<file path="src/rtl/addsub_sequencer_pkg.sv">
// Shared types and constants for the nibble-serial add/subtract sequencer.
package addsub_sequencer_pkg;

   typedef enum logic [1:0] {
      IDLE = 2'd0,
      RUN  = 2'd1,
      DONE = 2'd2
   } state_e;

   localparam int NIB_W = 4;

   localparam logic MODE_ADD = 1'b0;
   localparam logic MODE_SUB = 1'b1;

endpackage

</file>
<file path="src/rtl/addsub_sequencer_nibble_addsub.sv">
// 4-bit ripple add/subtract slice; cin is explicit so nibbles chain through
// an external carry register rather than being seeded from m here.
module nibble_addsub
   import addsub_sequencer_pkg::*;
(
   input  logic [NIB_W-1:0] a,
   input  logic [NIB_W-1:0] b,
   input  logic             m,
   input  logic             cin,
   output logic [NIB_W-1:0] s,
   output logic             cout
);

   logic [NIB_W-1:0] bm;
   logic [NIB_W:0]   c;

   assign bm   = b ^ {NIB_W{m}};
   assign c[0] = cin;

   for (genvar gi = 0; gi < NIB_W; gi++) begin : g_bit
      full_adder u_fa (
         .a    (a[gi]),
         .b    (bm[gi]),
         .cin  (c[gi]),
         .s    (s[gi]),
         .cout (c[gi+1])
      );
   end

   assign cout = c[NIB_W];

endmodule

</file>
<file path="src/rtl/full_adder.sv">
// Single-bit full adder cell.
module full_adder (
   input  logic a,
   input  logic b,
   input  logic cin,
   output logic s,
   output logic cout
);

   assign s    = a ^ b ^ cin;
   assign cout = (a & b) | (a & cin) | (b & cin);

endmodule

</file>
<file path="src/rtl/addsub_sequencer.sv">
// Multi-cycle WIDTH-bit add/subtract that reuses one nibble slice,
// least-significant nibble first, carrying between nibbles in carry_q.
module addsub_sequencer
   import addsub_sequencer_pkg::*;
#(
   parameter int WIDTH = 16
) (
   input  logic             clk,
   input  logic             rst,
   input  logic             start,
   input  logic [WIDTH-1:0] a,
   input  logic [WIDTH-1:0] b,
   input  logic             m,
   output logic             busy,
   output logic             done,
   output logic [WIDTH-1:0] s,
   output logic             cout,
   output logic             ovf
);

   localparam int NIBBLES = WIDTH / NIB_W;
   localparam int IDX_W   = (NIBBLES > 1) ? $clog2(NIBBLES) : 1;
   localparam logic [IDX_W-1:0] LAST_IDX = IDX_W'(NIBBLES - 1);

   state_e             state_q, state_d;
   logic [IDX_W-1:0]   idx_q, idx_d;
   logic               carry_q, carry_d;
   logic [WIDTH-1:0]   a_q, a_d;
   logic [WIDTH-1:0]   b_q, b_d;
   logic               m_q, m_d;
   logic [WIDTH-1:0]   s_q, s_d;
   logic               cout_q, cout_d;
   logic               ovf_q, ovf_d;

   logic [NIB_W-1:0]   a_nibs [NIBBLES];
   logic [NIB_W-1:0]   b_nibs [NIBBLES];
   logic [NIB_W-1:0]   nib_s;
   logic               nib_cout;

   for (genvar gi = 0; gi < NIBBLES; gi++) begin : g_nib
      assign a_nibs[gi] = a_q[gi*NIB_W +: NIB_W];
      assign b_nibs[gi] = b_q[gi*NIB_W +: NIB_W];
   end

   nibble_addsub u_slice (
      .a    (a_nibs[idx_q]),
      .b    (b_nibs[idx_q]),
      .m    (m_q),
      .cin  (carry_q),
      .s    (nib_s),
      .cout (nib_cout)
   );

   always_comb begin
      state_d = state_q;
      idx_d   = idx_q;
      carry_d = carry_q;
      a_d     = a_q;
      b_d     = b_q;
      m_d     = m_q;
      s_d     = s_q;
      cout_d  = cout_q;
      ovf_d   = ovf_q;

      case (state_q)
         IDLE: begin
            if (start) begin
               a_d     = a;
               b_d     = b;
               m_d     = m;
               // Subtraction is a + ~b + 1, so the +1 enters as the first carry.
               carry_d = (m == MODE_SUB);
               idx_d   = '0;
               state_d = RUN;
            end
         end
         RUN: begin
            s_d[int'(idx_q)*NIB_W +: NIB_W] = nib_s;
            carry_d = nib_cout;
            idx_d   = idx_q + 1'b1;
            if (idx_q == LAST_IDX) begin
               cout_d  = nib_cout;
               ovf_d   = (a_q[WIDTH-1] == (b_q[WIDTH-1] ^ m_q)) &&
                         (nib_s[NIB_W-1] != a_q[WIDTH-1]);
               idx_d   = '0;
               state_d = DONE;
            end
         end
         DONE: begin
            state_d = IDLE;
         end
         default: begin
            state_d = IDLE;
         end
      endcase
   end

   always_ff @(posedge clk) begin
      if (rst) begin
         state_q <= IDLE;
         idx_q   <= '0;
         carry_q <= 1'b0;
         a_q     <= '0;
         b_q     <= '0;
         m_q     <= 1'b0;
         s_q     <= '0;
         cout_q  <= 1'b0;
         ovf_q   <= 1'b0;
      end else begin
         state_q <= state_d;
         idx_q   <= idx_d;
         carry_q <= carry_d;
         a_q     <= a_d;
         b_q     <= b_d;
         m_q     <= m_d;
         s_q     <= s_d;
         cout_q  <= cout_d;
         ovf_q   <= ovf_d;
      end
   end

   assign busy = (state_q != IDLE);
   assign done = (state_q == DONE);
   assign s    = s_q;
   assign cout = cout_q;
   assign ovf  = ovf_q;

endmodule
</file>
<file path="config.mk">
export PLATFORM = sky130hd
export DESIGN_NAME = addsub_sequencer
export DESIGN_NICKNAME = d
export VERILOG_FILES = /design/src/rtl/addsub_sequencer_pkg.sv /design/src/rtl/addsub_sequencer_nibble_addsub.sv /design/src/rtl/full_adder.sv /design/src/rtl/addsub_sequencer.sv
export SDC_FILE = /design/constraint.sdc
export NUM_CORES = 1
export LEC_CHECK = 0
export CORE_MARGIN = 4
export CORE_UTILIZATION = 54
export DETAILED_ROUTE_END_ITERATION = 12
export MAX_ROUTING_LAYER = met4
export PLACE_DENSITY_LB_ADDON = 0.08
export SLEW_MARGIN = 25
export SYNTH_ARGS = -nofsm -noshare
export SYNTH_HDL_FRONTEND = slang
export SYNTH_HIERARCHICAL = 1
export SYNTH_SLANG_ARGS = --single-unit
</file>
<file path="constraint.sdc">
create_clock -name clk -period 6.7 [get_ports clk]
set_input_delay 0.67 -clock clk [delete_from_list [all_inputs] [get_ports clk]]
set_output_delay 0.67 -clock clk [all_outputs]
set_load 0.02 [all_outputs]
</file>
# --- Word level (Yosys, flattened, before mapping) ---
# Index checks and enable logic that the tools add are counted.
classes:
  bitwise_logic: 31
  n_mul: 0
  shifts: 2
  n_mux: 15
  n_lt_le_gt_ge: 1
  n_eq_ne: 7
  n_div: 0
  addsub: 2
  n_reduce_logical: 8
op_table:
  columns: ["op", "n"]
  rows:
  - ["4-bit negator with 33-bit output", 1]
  - ["4-bit by 33-bit variable shift with 16-bit output, first input constant", 1]
  - ["4-bit by 33-bit variable part select with 16-bit output", 1]
  - ["4-bit binary-select mux with 2-bit select", 2]
  - ["16-bit bitwise mux", 1]
  - ["4-bit two-way mux", 4]
  - ["1-bit bitwise AND", 12]
  - ["1-bit XOR", 9]
  - ["2-bit two-way mux", 4]
  - ["1-bit bitwise OR", 8]
  - ["2-bit one-hot mux with 2 select lines", 2]
  - ["2-bit AND reduction", 4]
  - ["2-bit equality test, second input constant", 2]
  - ["2-bit != test, second input constant", 2]
  - ["2-bit nonzero test", 2]
  - ["4-bit XOR", 1]
  - ["3-bit greater-or-equal comparator, second input constant", 1]
  - ["2-bit inverter with 3-bit output", 1]
  - ["2-bit by 1-bit adder with 2-bit output, second input constant", 1]
  - ["2-bit by 1-bit equality test with 1-bit output, second input constant", 1]
  - ["2-bit logical NOT", 1]
  - ["1-bit one-hot mux with 2 select lines", 1]
  - ["1-bit equality test", 1]
  - ["1-bit logical AND", 1]
  - ["other kinds (2)", 2]
totals:
  ff_bits: 56
  latchBits: 0
  rom_bits: 0
  in_bits: 36
  ramBits: 0
  output_inout_bits: 20
  mem_count: 0
  word_cells: 75

# --- Depth between registers and ports, before layout ---
logic_depth:
  depth_word: 18
  depth_mapped: 10
  ltp_nobuf: 9

# --- By module ---
# The synthesis kept the hierarchy.
modules_own_cells:
  columns: ["module", "area_each_um2", "seq_area_each_um2", "instances", "cells_per_inst"]
  rows:
  - ["addsub_sequencer", 2432.3, 1121.1, 1, 278]
  - ["full_adder", 20.0, 0.0, 4, 1]
  - ["nibble_addsub", 35.0, 0.0, 1, 4]

# --- Least setup slack after synthesis ---
# OpenSTA, ideal clock, no wires.
synth_timing:
  path_kind: "reg-to-reg"
  startpoint: "register idx_q[0]"
  endpoint: "register ovf_q (netlist: ovf)"
  required_time_ps: 6585
  setup_ps: 115
  t_arrival_ps: 3406
  slack_ps: 3179
  n_path_buf: 1
  period_less_slack_ps: 3521
  stages_incl_launch_ff: 11
  path_cell_list: "dfxtp_1 -> buf_4 -> mux4_2 -> xor2_1 -> fa_1 -> fa_1 -> fa_1 -> fa_1 -> nand2b_1 -> mux2i_1 -> o21a_1"
synth_between:
  elab_chain_len: 17
  elab_cells_between_ends: 29
  classes_between: "eq/ne: 2; mux: 6; bitwise: 19; reduce/logical: 2"
synth_rtl:
  columns: ["item", "line_no", "rtl"]
  rows:
  - ["start, declared", "addsub_sequencer.sv:26", "logic [IDX_W-1:0] idx_q, idx_d;"]
  - ["start signal, assigned", "addsub_sequencer.sv:111", "idx_q <= idx_d;"]
  - ["2-bit inverter with 3-bit output (not written as such) *", "addsub_sequencer.sv:47", ".b (b_nibs[idx_q]),"]
  - ["4-bit binary-select mux with 2-bit select *", "addsub_sequencer.sv:47", null]
  - ["4-bit two-way mux (not written as such) * (2 in a row)", "addsub_sequencer.sv:47", null]
  - ["4-bit XOR *", "addsub_sequencer_nibble_addsub.sv:17", "assign bm = b ^ {NIB_W{m}};"]
  - ["net u_slice.bm[0]", "addsub_sequencer_nibble_addsub.sv:14", "logic [NIB_W-1:0] bm;"]
  - ["1-bit bitwise AND", "full_adder.sv:11", "assign cout = (a & b) | (a & cin) | (b & cin);"]
  - ["1-bit bitwise OR", "full_adder.sv:11", null]
  - ["1-bit bitwise OR *", "full_adder.sv:11", null]
  - ["net u_slice.c[1]", "addsub_sequencer_nibble_addsub.sv:15", "logic [NIB_W:0] c;"]
  - ["[3 not listed]", null, null]
  - ["net u_slice.c[2]", "addsub_sequencer_nibble_addsub.sv:15", null]
  - ["1-bit bitwise AND", "full_adder.sv:11", null]
  - ["1-bit bitwise OR", "full_adder.sv:11", null]
  - ["1-bit bitwise OR *", "full_adder.sv:11", null]
  - ["net u_slice.c[3]", "addsub_sequencer_nibble_addsub.sv:15", null]
  - ["1-bit XOR *", "full_adder.sv:10", "assign s = a ^ b ^ cin;"]
  - ["net nib_s[3]", "addsub_sequencer.sv:37", "logic [NIB_W-1:0] nib_s;"]
  - ["1-bit != test *", "addsub_sequencer.sv:84", "(nib_s[NIB_W-1] != a_q[WIDTH-1]);"]
  - ["1-bit logical AND *", "addsub_sequencer.sv:83", "ovf_d = (a_q[WIDTH-1] == (b_q[WIDTH-1] ^ m_q)) &&"]
  - ["end signal, assigned", "addsub_sequencer.sv:118", "ovf_q <= ovf_d;"]
  - ["end, declared", "addsub_sequencer.sv:33", "logic ovf_q, ovf_d;"]
# The timed path passes the listed nets; every way through them passes the cells marked *. The select of a mux whose other input is x is not followed.
# A chain may end at the register's enable or synchronous reset.

# --- Worst setup path in the final report ---
# Ends and elaborated chain as after synthesis.

==> results_dict.tcl <==
set metrics [dict create \
    outcome "finished, final reports clean" \
    cp-start-kind "flop" \
    crit_type "reg2reg" \
    reg2reg_to "ovf" \
    yosysSeqAreaShare 0.440 \
    multi_input_area_um2 1310 \
    antenna_found_initial 0 \
    grt_max_degree 57 \
    yosys.area.top_type_share 0.440 \
    async_reset_ff_frac 0 \
    rsz0062_at_grt "no" \
    yosys_warnings 6 \
    required_ns 6.89 \
    initial_core_util 0.569 \
    die_h_um 76.7 \
    clkTransAtPathRegs_ns 0.09 \
    place_inst 374 \
    ir_drop_mv 0.147 \
    leakagePower_nw 1.15 \
    gp_congestion 0.755 \
    htreeDepth 2 \
    synth_area_leaders "dfxtp_1 (44%), nand2_1 (11%), a21oi_1 (10%)" \
    setup_viol 0 \
    grt_pass1_wl_um 8990 \
    place_hpwl_um 3810 \
    n_fill_cell 394 \
    die_w_um 76.7 \
    num_antenna_cells 0 \
    clock_path_buffers 2 \
    slew_violations 0 \
    cts_tree "done" \
    powerDensity_nw_per_um2 205 \
    syn_avg_cell_area_um2 8.91 \
    portBuffers 55 \
    finalCriticalPeriod_ns 3.97 \
    critical_path.max_fanout 16 \
    rows 24 \
    syn_nets 332 \
    seq_area_um2 1120 \
    worst_path_max_delay_cell "dfxtp_1" \
    drt_iter0_markers 130 \
    core_area_um2 4470 \
    final_hold_viol_count 0 \
    finalSetupTns_ns 0 \
    r2r_start "idx_q[0]" \
    cts_hold_buf 0 \
    final.period_utilization 0.593 \
    grt_pass1_vias 1983 \
    area_growth_pct 24.1 \
    io-pin-count 56 \
    cts_root_buffer "clkbuf_8" \
    numCtsBuffers 5 \
    critPathBufInv 0 \
    drive_gt1_frac 0.0634 \
    hold_path_depth 2 \
    vias 2066 \
    drc 0 \
    die_area_um2 5880 \
    dominantRegCellSynth "dfxtp_1" \
    synth_edf_count 0 \
    ys_types 30 \
    synth_area_um2 2550 \
    fmax_ghz 0.252 \
    worst-path-stages 9 \
    ys_ff_latch 56 \
    nNetsFinal 376 \
    avgRoutedWirePerCell_um 13.5 \
    antenna_left 0 \
    fin_skew_ns 0.00344 \
    cp_common_cell "fa_1" \
    r2r_slack_ns 2.73 \
    startpoint "idx_q[0]" \
    cts.sinks 56 \
    cpPeakStageDelay_ns 0.85 \
    cts_setup_buffers 0 \
    grt-ovfl-total 0 \
    routed_wl_um 5180 \
    end_kind "flop" \
    holdCritPathClass "reg2reg" \
    synthCells 286 \
    drtPass1Iterations 4 \
    ctsResizeCount 0 \
    crit_path_cell_trace "mux4_2 -> xor2_1 -> fa_1 -> fa_1 -> fa_1 -> fa_1 -> nand2b_1 -> mux2i_1 -> o21a_1" \
    path_delay_family "adder cells" \
    grt_usage 0.190 \
    critPathCapture "ovf" \
    arrival_ns 4.16 \
    r2r_cells 9 \
    max_slew_margin 0.339 \
    drv_cap 0 \
    yosys.area.top_type "dfxtp_1" \
    viasPerCell 5.39 \
    worst_slew_pin_slew_ns 0.992 \
    worstSkewPairLatency_ns 0.29 \
    fin_cells 383 \
]
-- area by class of cell --
cell class / count / share of cell area
clock buffer: 8 / 0.0285
inverter: 5 / 0.00594
multi-input combinational: 206 / 0.414
sequential: 56 / 0.355
tap: 52 / 0.0206
timing repair buffer: 56 / 0.176
-- cell families (layout without fill, tap and decap cells) --
logic type | count (synthesis) | after routing | share of synthesized area
buffers and inverters | 24 | 69 | 0.0486
DFF | 56 | 56 | 0.440
AOI/OAI and AO/OA | 57 | 57 | 0.116
muxes | 11 | 11 | 0.0825
and+or+nand+nor | 123 | 123 | 0.235
xor gates and xnor gates | 5 | 5 | 0.0172
adders and majority gates | 10 | 10 | 0.0609
-- flip-flops by register name (all words and copies together), names as in the netlist --
register,count
ovf,1
s,16
state_q,2
idx_q,2
b_q,16
carry_q,1
m_q,1
cout,1
a_q,16
-- cell usage after synthesis (3+ instances only) --
library cell	count
nor2b_1	5
nand2b_1	6
nand2_1	78
ha_1	6
xor2_1	4
a21oi_1	53
buf_6	3
inv_1	5
nand3_1	5
nand4b_1	3
fa_1	4
mux4_2	8
clkbuf_1	9
mux2i_1	3
nor2_1	5
nand4_1	8
buf_2	6
dfxtp_1	56
nand3b_1	4
and3b_1	3
-- cell usage in the layout (no fill, tap or decap), types with 2 or more instances in the layout --
master,n
nand2_1,78
dfxtp_1,56
clkdlybuf4s50_1,54
a21oi_1,53
mux4_2,8
nand4_1,8
nand2b_1,6
ha_1,6
clkbuf_8,6
inv_1,5
nor2b_1,5
nor2_1,5
nand3_1,5
nand3b_1,4
xor2_1,4
fa_1,4
and3b_1,3
mux2i_1,3
nand4b_1,3
o21a_1,2
clkbuf_1,2
-- per-stage QoR --
stage	worst slack (ns)	power (W)	cell area, um^2	util	hold WS, ns
6_report	2.73	0.000647	3160	0.706	0.455
5_1_grt	2.48	0.000683	3160	0.706	0.480
4_1_cts	2.71	0.000654	3150	0.704	0.458
3_5_place_dp	2.73	0.000474	3060	0.684	0.445
3_3_place_gp	2.81	0.000471	3060	0.684	0.438
2_1_floorplan	3.18	0.000434	2550	-	0.433
-- per-layer routing --
layer / up-vias / global-route usage / wire (um)
met5: - / - / 0
met4: 0 / 0.0417 / 41
met3: 4 / 0.0433 / 187
met2: 42 / 0.334 / 2710
met1: 965 / 0.222 / 2240
li1: 1055 / - / -
-- how the worst min path moves through the flow --
| stage | start | end | slack (ns) |
|---|---|---|---|
| final | s[5] | s[5] | 0.46 |
| after global routing | s[1] | s[1] | 0.48 |
| after CTS | b_q[13] | b_q[13] | 0.46 |
| after detailed placement | b_q[13] | b_q[13] | 0.44 |
| after global placement | s[9] | s[9] | 0.44 |
| after floorplan | a_q[10] | a_q[10] | 0.43 |
-- tightest hold or removal path, cell delays in order, from the launching register on --
cell and delay, ns:
dfxtp_1 0.32, nand2_1 0.05, a21oi_1 0.05
-- power breakdown --
part | switching, W | internal (W) | total, W
combinational | 0.0000527 | 0.0000539 | 0.000107
clock | 0.0000955 | 0.0000845 | 0.000180
sequential | 0.0000135 | 0.000347 | 0.000361
Note: power is estimated with default switching activity, not from simulation.
